`config.mk`:
```
export PLATFORM = sky130hd
export DESIGN_NAME = medidor_periodo_flat
export DESIGN_NICKNAME = d
export VERILOG_FILES = /design/src/rtl/medidor_pkg.sv /design/src/rtl/medidor_periodo_if.sv /design/src/rtl/sincronizador_flanco.sv /design/src/rtl/medidor_periodo.sv /design/src/flat_wrapper.sv
export SDC_FILE = /design/constraint.sdc
export NUM_CORES = 1
export LEC_CHECK = 0
export CAP_MARGIN = 40
export CORE_MARGIN = 5
export CORE_UTILIZATION = 46
export CTS_CLUSTER_DIAMETER = 60
export DETAILED_ROUTE_END_ITERATION = 10
export PLACE_DENSITY = 0.75
export SLEW_MARGIN = 15
export SYNTH_ARGS = -nofsm -noshare
export SYNTH_HDL_FRONTEND = slang
export SYNTH_SLANG_ARGS = --single-unit
```
`constraint.sdc`:
```
create_clock -name clock -period 2.1 [get_ports clock]
set_input_delay 0.42 -clock clock [delete_from_list [all_inputs] [get_ports clock]]
set_output_delay 0.42 -clock clock [all_outputs]
set_load 0.1 [all_outputs]
```
`src/rtl/medidor_pkg.sv`:
```
// Shared definitions for the period meter and the PWM stage that consumes it.
package medidor_pkg;
  localparam int WIDTH_DEF = 32;
  // Duty step is period/16; the PWM stage uses the same shift.
  localparam int RES_SHIFT = 4;

  typedef enum logic [1:0] {
    IDLE     = 2'd0,
    PRIMERO  = 2'd1,
    MIDIENDO = 2'd2
  } estado_t;
endpackage

```
`src/rtl/medidor_periodo_if.sv`:
```
// Measurement bus from medidor_periodo to the PWM stage.
interface medidor_periodo_if
  import medidor_pkg::*;
#(
  parameter int WIDTH = WIDTH_DEF
);
  logic                     o_inicio;
  logic                     o_valid;
  logic [WIDTH-1:0]         o_periodo;
  logic [WIDTH-RES_SHIFT-1:0] o_resolucion;
  logic                     o_timeout;

  modport master (output o_inicio, o_valid, o_periodo, o_resolucion, o_timeout);
  modport slave  (input  o_inicio, o_valid, o_periodo, o_resolucion, o_timeout);
endinterface

```
`src/rtl/sincronizador_flanco.sv`:
```
// 2-FF synchroniser plus registered rising-edge pulse for the external signal.
// Optional glitch filter between synchroniser and edge detector: MEDIDOR_FILTRO_EN.
module sincronizador_flanco #(
  parameter int FILTER_LEN = 4
) (
  input  logic clock,
  input  logic reset,
  input  logic senal,
  output logic flanco
);
  logic s1, s2, nivel, prev;

`ifdef MEDIDOR_FILTRO_EN
  localparam int CW = $clog2(FILTER_LEN + 1);
  logic [CW-1:0] estable;

  // Level follows s2 only after s2 has differed for FILTER_LEN straight cycles.
  always_ff @(posedge clock) begin
    if (reset) begin
      nivel   <= 1'b0;
      estable <= '0;
    end else if (s2 == nivel) begin
      estable <= '0;
    end else if (estable == CW'(FILTER_LEN - 1)) begin
      nivel   <= s2;
      estable <= '0;
    end else begin
      estable <= estable + 1'b1;
    end
  end
`else
  logic unused_filter_len;
  assign unused_filter_len = (FILTER_LEN != 0);
  assign nivel = s2;
`endif

  always_ff @(posedge clock) begin
    if (reset) begin
      s1     <= 1'b0;
      s2     <= 1'b0;
      prev   <= 1'b0;
      flanco <= 1'b0;
    end else begin
      s1     <= senal;
      s2     <= s1;
      prev   <= nivel;
      flanco <= nivel & ~prev;
    end
  end
endmodule

```
`src/rtl/medidor_periodo.sv`:
```
// Period meter: counts clocks between rising edges of i_signal and publishes period,
// period>>4 and a period-start strobe. Glitch filter option: MEDIDOR_FILTRO_EN.
module medidor_periodo
  import medidor_pkg::*;
#(
  parameter int               WIDTH      = WIDTH_DEF,
  parameter logic [WIDTH-1:0] MAX_PERIOD = {WIDTH{1'b1}},
  parameter int               FILTER_LEN = 4
) (
  input  logic                clock,
  input  logic                reset,
  input  logic                i_signal,
  medidor_periodo_if.master   bus
);
  estado_t                    estado, estado_nx;
  logic [WIDTH-1:0]           cnt, cnt_nx, periodo, periodo_nx;
  logic [WIDTH-RES_SHIFT-1:0] resol;
  logic                       inicio, inicio_nx, valid, valid_nx, timeout, timeout_nx;
  logic                       flanco;

  sincronizador_flanco #(.FILTER_LEN(FILTER_LEN)) u_sinc (
    .clock  (clock),
    .reset  (reset),
    .senal  (i_signal),
    .flanco (flanco)
  );

  always_ff @(posedge clock) begin
    if (reset) begin
      estado  <= IDLE;
      cnt     <= '0;
      periodo <= '0;
      resol   <= '0;
      inicio  <= 1'b0;
      valid   <= 1'b0;
      timeout <= 1'b0;
    end else begin
      estado  <= estado_nx;
      cnt     <= cnt_nx;
      periodo <= periodo_nx;
      resol   <= periodo_nx[WIDTH-1:RES_SHIFT];
      inicio  <= inicio_nx;
      valid   <= valid_nx;
      timeout <= timeout_nx;
    end
  end

  always_comb begin
    estado_nx  = estado;
    cnt_nx     = cnt;
    periodo_nx = periodo;
    inicio_nx  = 1'b0;
    valid_nx   = 1'b0;
    timeout_nx = timeout;
    unique case (estado)
      IDLE: begin
        if (flanco) begin
          estado_nx  = PRIMERO;
          cnt_nx     = WIDTH'(1);
          inicio_nx  = 1'b1;
          timeout_nx = 1'b0;
        end
      end
      PRIMERO, MIDIENDO: begin
        // An edge wins over saturation in the same cycle.
        if (flanco) begin
          estado_nx  = MIDIENDO;
          periodo_nx = cnt;
          cnt_nx     = WIDTH'(1);
          inicio_nx  = 1'b1;
          valid_nx   = 1'b1;
          timeout_nx = 1'b0;
        end else if (cnt == MAX_PERIOD) begin
          estado_nx  = IDLE;
          periodo_nx = '0;
          timeout_nx = 1'b1;
        end else begin
          cnt_nx = cnt + 1'b1;
        end
      end
      default: estado_nx = IDLE;
    endcase
  end

  assign bus.o_inicio     = inicio;
  assign bus.o_valid      = valid;
  assign bus.o_periodo    = periodo;
  assign bus.o_resolucion = resol;
  assign bus.o_timeout    = timeout;
endmodule

```
`src/flat_wrapper.sv`:
```
// flat-port wrapper written by rule: the top's interface ports become plain ports
module medidor_periodo_flat import medidor_pkg::*;
#(
  parameter int               WIDTH      = WIDTH_DEF,
  parameter logic [WIDTH-1:0] MAX_PERIOD = {WIDTH{1'b1}},
  parameter int               FILTER_LEN = 4
)
  (clock, reset, i_signal, bus_o_inicio, bus_o_valid, bus_o_periodo, bus_o_resolucion, bus_o_timeout);
  medidor_periodo_if #(.WIDTH(WIDTH)) bus_i ();
  input  logic clock;
  input  logic reset;
  input  logic i_signal;
  output wire logic [$bits(bus_i.o_inicio)-1:0] bus_o_inicio;
  output wire logic [$bits(bus_i.o_valid)-1:0] bus_o_valid;
  output wire logic [$bits(bus_i.o_periodo)-1:0] bus_o_periodo;
  output wire logic [$bits(bus_i.o_resolucion)-1:0] bus_o_resolucion;
  output wire logic [$bits(bus_i.o_timeout)-1:0] bus_o_timeout;
  assign bus_o_inicio = bus_i.o_inicio;
  assign bus_o_valid = bus_i.o_valid;
  assign bus_o_periodo = bus_i.o_periodo;
  assign bus_o_resolucion = bus_i.o_resolucion;
  assign bus_o_timeout = bus_i.o_timeout;
  medidor_periodo #(.WIDTH(WIDTH), .MAX_PERIOD(MAX_PERIOD), .FILTER_LEN(FILTER_LEN)) u_core (.clock(clock), .reset(reset), .i_signal(i_signal), .bus(bus_i));
endmodule
```
Yosys cells after proc, flatten, opt, wreduce, memory -nomap -nowiden
Cells that the tools add are included. W data, S select, Z words.

Bits in latches: 0. Input port bits: 3. Word-level logic and storage cells: 49. Register bits after elaboration: 73. Memory bits (read-only): 0. Memories: 0. Memory bits (writable): 0.

Add/subtract/negate cells: 1. Equality and inequality tests: 6. Shift operators: 0. Reduce and logical (&&, ||, !) cells: 11. Multiplexer cells: 16. Multipliers: 0. Bitwise gates (word level): 4. Divide/modulo/power cells: 0. Magnitude comparators: 0.

Operator list (count): $mux W32 (6); $pmux W32 S2 (1); $add A32 B1 Y32 const B (1); $eq A32 B32 Y1 const B (1); $mux W2 (3); $reduce_and A3 Y1 (2); $reduce_or A2 Y1 (3); $mux W1 (4); $pmux W2 S2 (1); $reduce_and A2 Y1 (2); $reduce_bool A2 Y1 (2); $ne A3 B2 Y1 const B (1); $ne A3 B3 Y1 const B (1); $not A1 Y1 (3); $reduce_or A3 Y1 (1); $eq A2 B1 Y1 const B (1); $eq A2 B2 Y1 const B (1); $logic_not A2 Y1 (1); $ne A2 B2 Y1 const B (1); $pmux W1 S2 (1); $and A1 B1 Y1 (1).

Logic depth before layout (Yosys ltp)
Depth in word-level cells: 4. Gate-level depth with buffers: 8.

By module
From an unflattened synthesis, not the netlist that was laid out.

Cells, all modules: 343. Area total of the unflattened synthesis: 3233.1 um^2.

By module, submodules not included: medidor_periodo (sequential area each 1381.3 um^2, cells each 335, area an instance 3121.7 um^2, times used 1); sincronizador_flanco (sequential area each 80.1 um^2, cells each 8, area an instance 111.4 um^2, times used 1).

Worst setup path before layout
No wires, ideal clock.

Path type: reg-to-reg. From: register u_core.cnt[0]. To: register u_core.resol[0] (netlist: u_core.bus.o_resolucion[0]). Data arrival time: 2.104 ns. Required time: 1.981 ns. Setup time: 0.119 ns. Clock period less this slack: 2.223 ns. Setup slack: -0.123 ns. Buffers on the path: 1. Cell stages (with the launch flop): 8. Cells stage by stage: dfxtp_1 ha_1 nand4_2 or4_4 o31ai_4 a21oi_2 buf_6 a22o_1.

Cells in the longest elaborated chain, start to end: 3.

Ends and longest elaborated chain: start: declaration (line medidor_periodo.sv:16) `logic [WIDTH-1:0] cnt, cnt_nx, periodo, periodo_nx;`; start signal: assignment (line medidor_periodo.sv:39) `cnt <= cnt_nx;`; $eq A32 B32 Y1 (line medidor_periodo.sv:73) `end else if (cnt == MAX_PERIOD) begin`; $reduce_bool A2 Y1 (no source line); $reduce_and A2 Y1 (no source line); end signal: assignment (line medidor_periodo.sv:41) `resol <= periodo_nx[WIDTH-1:RES_SHIFT];`; end: declaration (line medidor_periodo.sv:17) `logic [WIDTH-RES_SHIFT-1:0] resol;`.

No other way between the ends. A chain may end at the register's enable or synchronous reset.

Worst setup path after layout
From: register u_core.cnt[1]. To: register u_core.periodo[0] (netlist: u_core.bus.o_periodo[0]).

Cells in the longest elaborated chain, start to end: 3.

Ends and longest elaborated chain: $eq A32 B32 Y1 (line medidor_periodo.sv:73); $reduce_bool A2 Y1 (no source line); $reduce_and A2 Y1 (no source line); end signal: assignment (line medidor_periodo.sv:40) `periodo <= periodo_nx;`; end: declaration (line medidor_periodo.sv:16).

No other way between the ends.

==> out/qor.txt <==
Leakage power -> 0.00185 uW
NumNets Final -> 446
Clk slew on worst S/H paths -> 70 ps
Crit share post-route -> 101%
Final non-filler cell total -> 542
Critical path required time -> 2330 ps
Placed cells -> 524
Sequential share of power -> 44.3%
Worst Max-Slew Pin Slew -> 381 ps
Crit-path max cell delay -> 590 ps
GP Congestion -> 0.947
Worst setup EP type -> register
CTS tree -> yes
Cells after Synth -> 345
Slew margin rel. -> 74.3%
CTS max path bufs -> 2
Switching Power -> 895 uW
Sink Count -> 73
Power per cell area -> 717 nW/um2
FP Rows -> 31
Post-route minimum period -> 2120 ps
Slowest CP cell -> or4_4
Post-synth ARST share -> 0%
Sequential cell area -> 1470 um2
CP Launch Point -> u_core.cnt[1]$_SDFFE_PP0P_
CP Cell Sequence -> ha_4 -> nand4_4 -> or4_4 -> o31ai_4 -> a21oi_4 -> buf_12 -> a22o_1
Met1 Usage GRT -> 24.9%
Status -> finished, violations left
Core Region -> 7180 um2
Diode count -> 0
Most frequent cells in the layout -> buf_4, dfxtp_1, a22o_1
Crit path max-delay family -> simple AND/OR/NAND/NOR gates
CTS buffer count -> 9
Main synth FF type -> dfxtp_1
Clk_lat worst skew -> 350 ps
Hold WC Path Type -> reg -> reg
Antenna violation net count after detailed routing -> 0
Post-cts hold buffer count -> 0
Final WS setup -> -18.6 ps
Grt met2 use -> 29.9%
Setup WS pre-CTS -> -16.2 ps
CP Class -> reg -> reg
Ratio of cells with drive above 1 in the final layout -> 39.7%
Post-DP HPWL -> 6170 um
Grt met3 use -> 3.79%
Buf+Inv Stages, Crit Path -> 1
Yosys cell types -> 54
Crit path launch type -> register
Worst flop-to-flop path startpoint -> u_core.cnt[1]$_SDFFE_PP0P_
VDD IR-drop max -> 392 uV
Commonest non-fill, non-tap cell in the layout -> buf_4
Worst Skew -> 11.8 ps
H-tree depth -> 3
Clock power share -> 37.6%
Synth warnings -> 0
P&R area growth vs syn -> 32.8%
Sw Ratio -> 28.0%
Largest net degree at the start of global routing -> 21
Number of synthesized flops with an enable pin -> 0
Overall Global Routing Usage -> 18.8%
Fillers -> 626
Cell Area, Synth -> 3360 um2
Multi-input gate area -> 1640 um2
Fin Setup TNS -> -43.4 ps
Hold Vio Cnt, Final -> 0
Failing checks -> setup timing
Die Height -> 95.4 um
Int Power -> 2300 uW
Drt wl/cell -> 15.9 um
Overflow after GRT -> 0
Initial antenna violation count -> 0
Final setup vio count -> 8
Die ar. -> 9110 um2
Register area share after synthesis -> 43.5%
IO Port Bufs -> 65
DRT iter0 DRCs -> 227
Vias in the first global route -> 2917
Global-route wire length before repair -> 13500 um
#FFs+latches synth -> 73
GRT busiest layer -> met2
Crit path max fanout -> 20
Vias post-DR -> 3045
Syn Area/Cell -> 9.73 um2
Worst endpoint data arrival time -> 2350 ps
I/O pins -> 66
Syn_nets -> 353
Clock root buffer -> clkbuf_8
Slew Limit Fails -> 0
HP Start -> u_core.u_sinc.prev$_SDFF_PP0_
TritonRoute pass-1 iters -> 5
Max_cap viols -> 0
Total routed wirelength -> 8630 um
Logic pwr share -> 18.1%
Vias per inst -> 5.62
Starting Density -> 46.8%
Die Wd -> 95.4 um
Fmax -> 0.472 GHz
DRC Markers -> 0
RSZ-0062 raised after global routing -> true
routing by layer:
metal / routed length (um) / vias to the layer above
met5: 0 / -
met4: 112 / 0
met2: 4220 / 98
met1: 3870 / 1463
met3: 421 / 11
li1: - / 1473
registers in the layout (all words and copies together) (netlist names):
signal and cells:
u_core.bus.o_inicio 1, u_core.bus.o_periodo 4, u_core.bus.o_resolucion 28, u_core.bus.o_timeout 1
u_core.bus.o_valid 1, u_core.cnt 32, u_core.estado 2, u_core.u_sinc.flanco 1
u_core.u_sinc.nivel 1, u_core.u_sinc.prev 1, u_core.u_sinc.s1 1
through the flow:
stage | cell area, um2 | total power (uW) | util, % | hold WS, ps
global route | 4460 | 3310 | 62.1 | 403
floorplan | 3360 | 1750 | - | 367
CTS | 4380 | 3190 | 61.0 | 394
detailed placement | 4140 | 1990 | 57.7 | 383
finish | 4460 | 3200 | 62.1 | 390
global placement | 4140 | 1980 | 57.7 | 372
cell families (layout without fill, tap and decap cells):
logic type	after synthesis	in the layout	synth area share [%]
fa+ha+maj	5	5	1.86
compound gates	99	99	22.9
buf+inv	51	149	9.88
mux	4	4	1.19
simple gates	113	113	20.6
flops	73	73	43.5
area by class of cell:
cell class,count,share of cell area [%]
clock buffers,9,2.78
clock inverters,7,2.13
inverters,8,0.674
multi-input cells,221,36.8
flip-flops and latches,73,32.9
well taps,99,2.78
repair buffers,125,21.9
synth_stat cells, drive strengths merged, types with 10 or more instances:
master / number / area, um2
nand4: 11 / 96.3
a22o: 33 / 289
nor2: 15 / 56.3
a21oi: 23 / 123
o31ai: 11 / 115
nor3: 14 / 97.6
buf: 35 / 272
o21ai: 10 / 50.1
nand3: 13 / 65.1
nand2: 17 / 63.8
or4: 13 / 101
dfxtp: 73 / 1460
worst reg2reg max path: stages, from the launching register on:
cell,delay [ps]
dfxtp_2,360
ha_4,160
nand4_4,90
or4_4,590
o31ai_4,330
a21oi_4,120
buf_12,170
a22o_1,190
repair_timing:
item                                    in CTS  in global routing
endpoints found under the setup margin       4                 58
pin swaps                                    0                  7
resized for setup                            3                 18
setup buffers                                0                  2
worst paths after layout:
path                                          endpoint  slack, ps  cells past startpoint
setup / recovery  u_core.bus.o_periodo[0]$_SDFFE_PP0P_        -20                      7
hold / removal         u_core.u_sinc.flanco$_SDFF_PP0_        390                      1
setup reg to reg  u_core.bus.o_periodo[0]$_SDFFE_PP0P_        -20                      7
hold reg to reg        u_core.u_sinc.flanco$_SDFF_PP0_        390                      1
power by group through the flow:
| stage | Clock (uW) | Sequential, uW | Combinational (uW) |
|---|---|---|---|
| 6_report | 1200 | 1420 | 578 |
| 5_1_grt | 1280 | 1420 | 615 |
| 4_1_cts | 1230 | 1410 | 551 |
| 3_5_place_dp | 0 | 1440 | 546 |
| 3_3_place_gp | 0 | 1440 | 540 |
| 2_1_floorplan | 0 | 1460 | 298 |
Power figures use the tool's default switching activity.
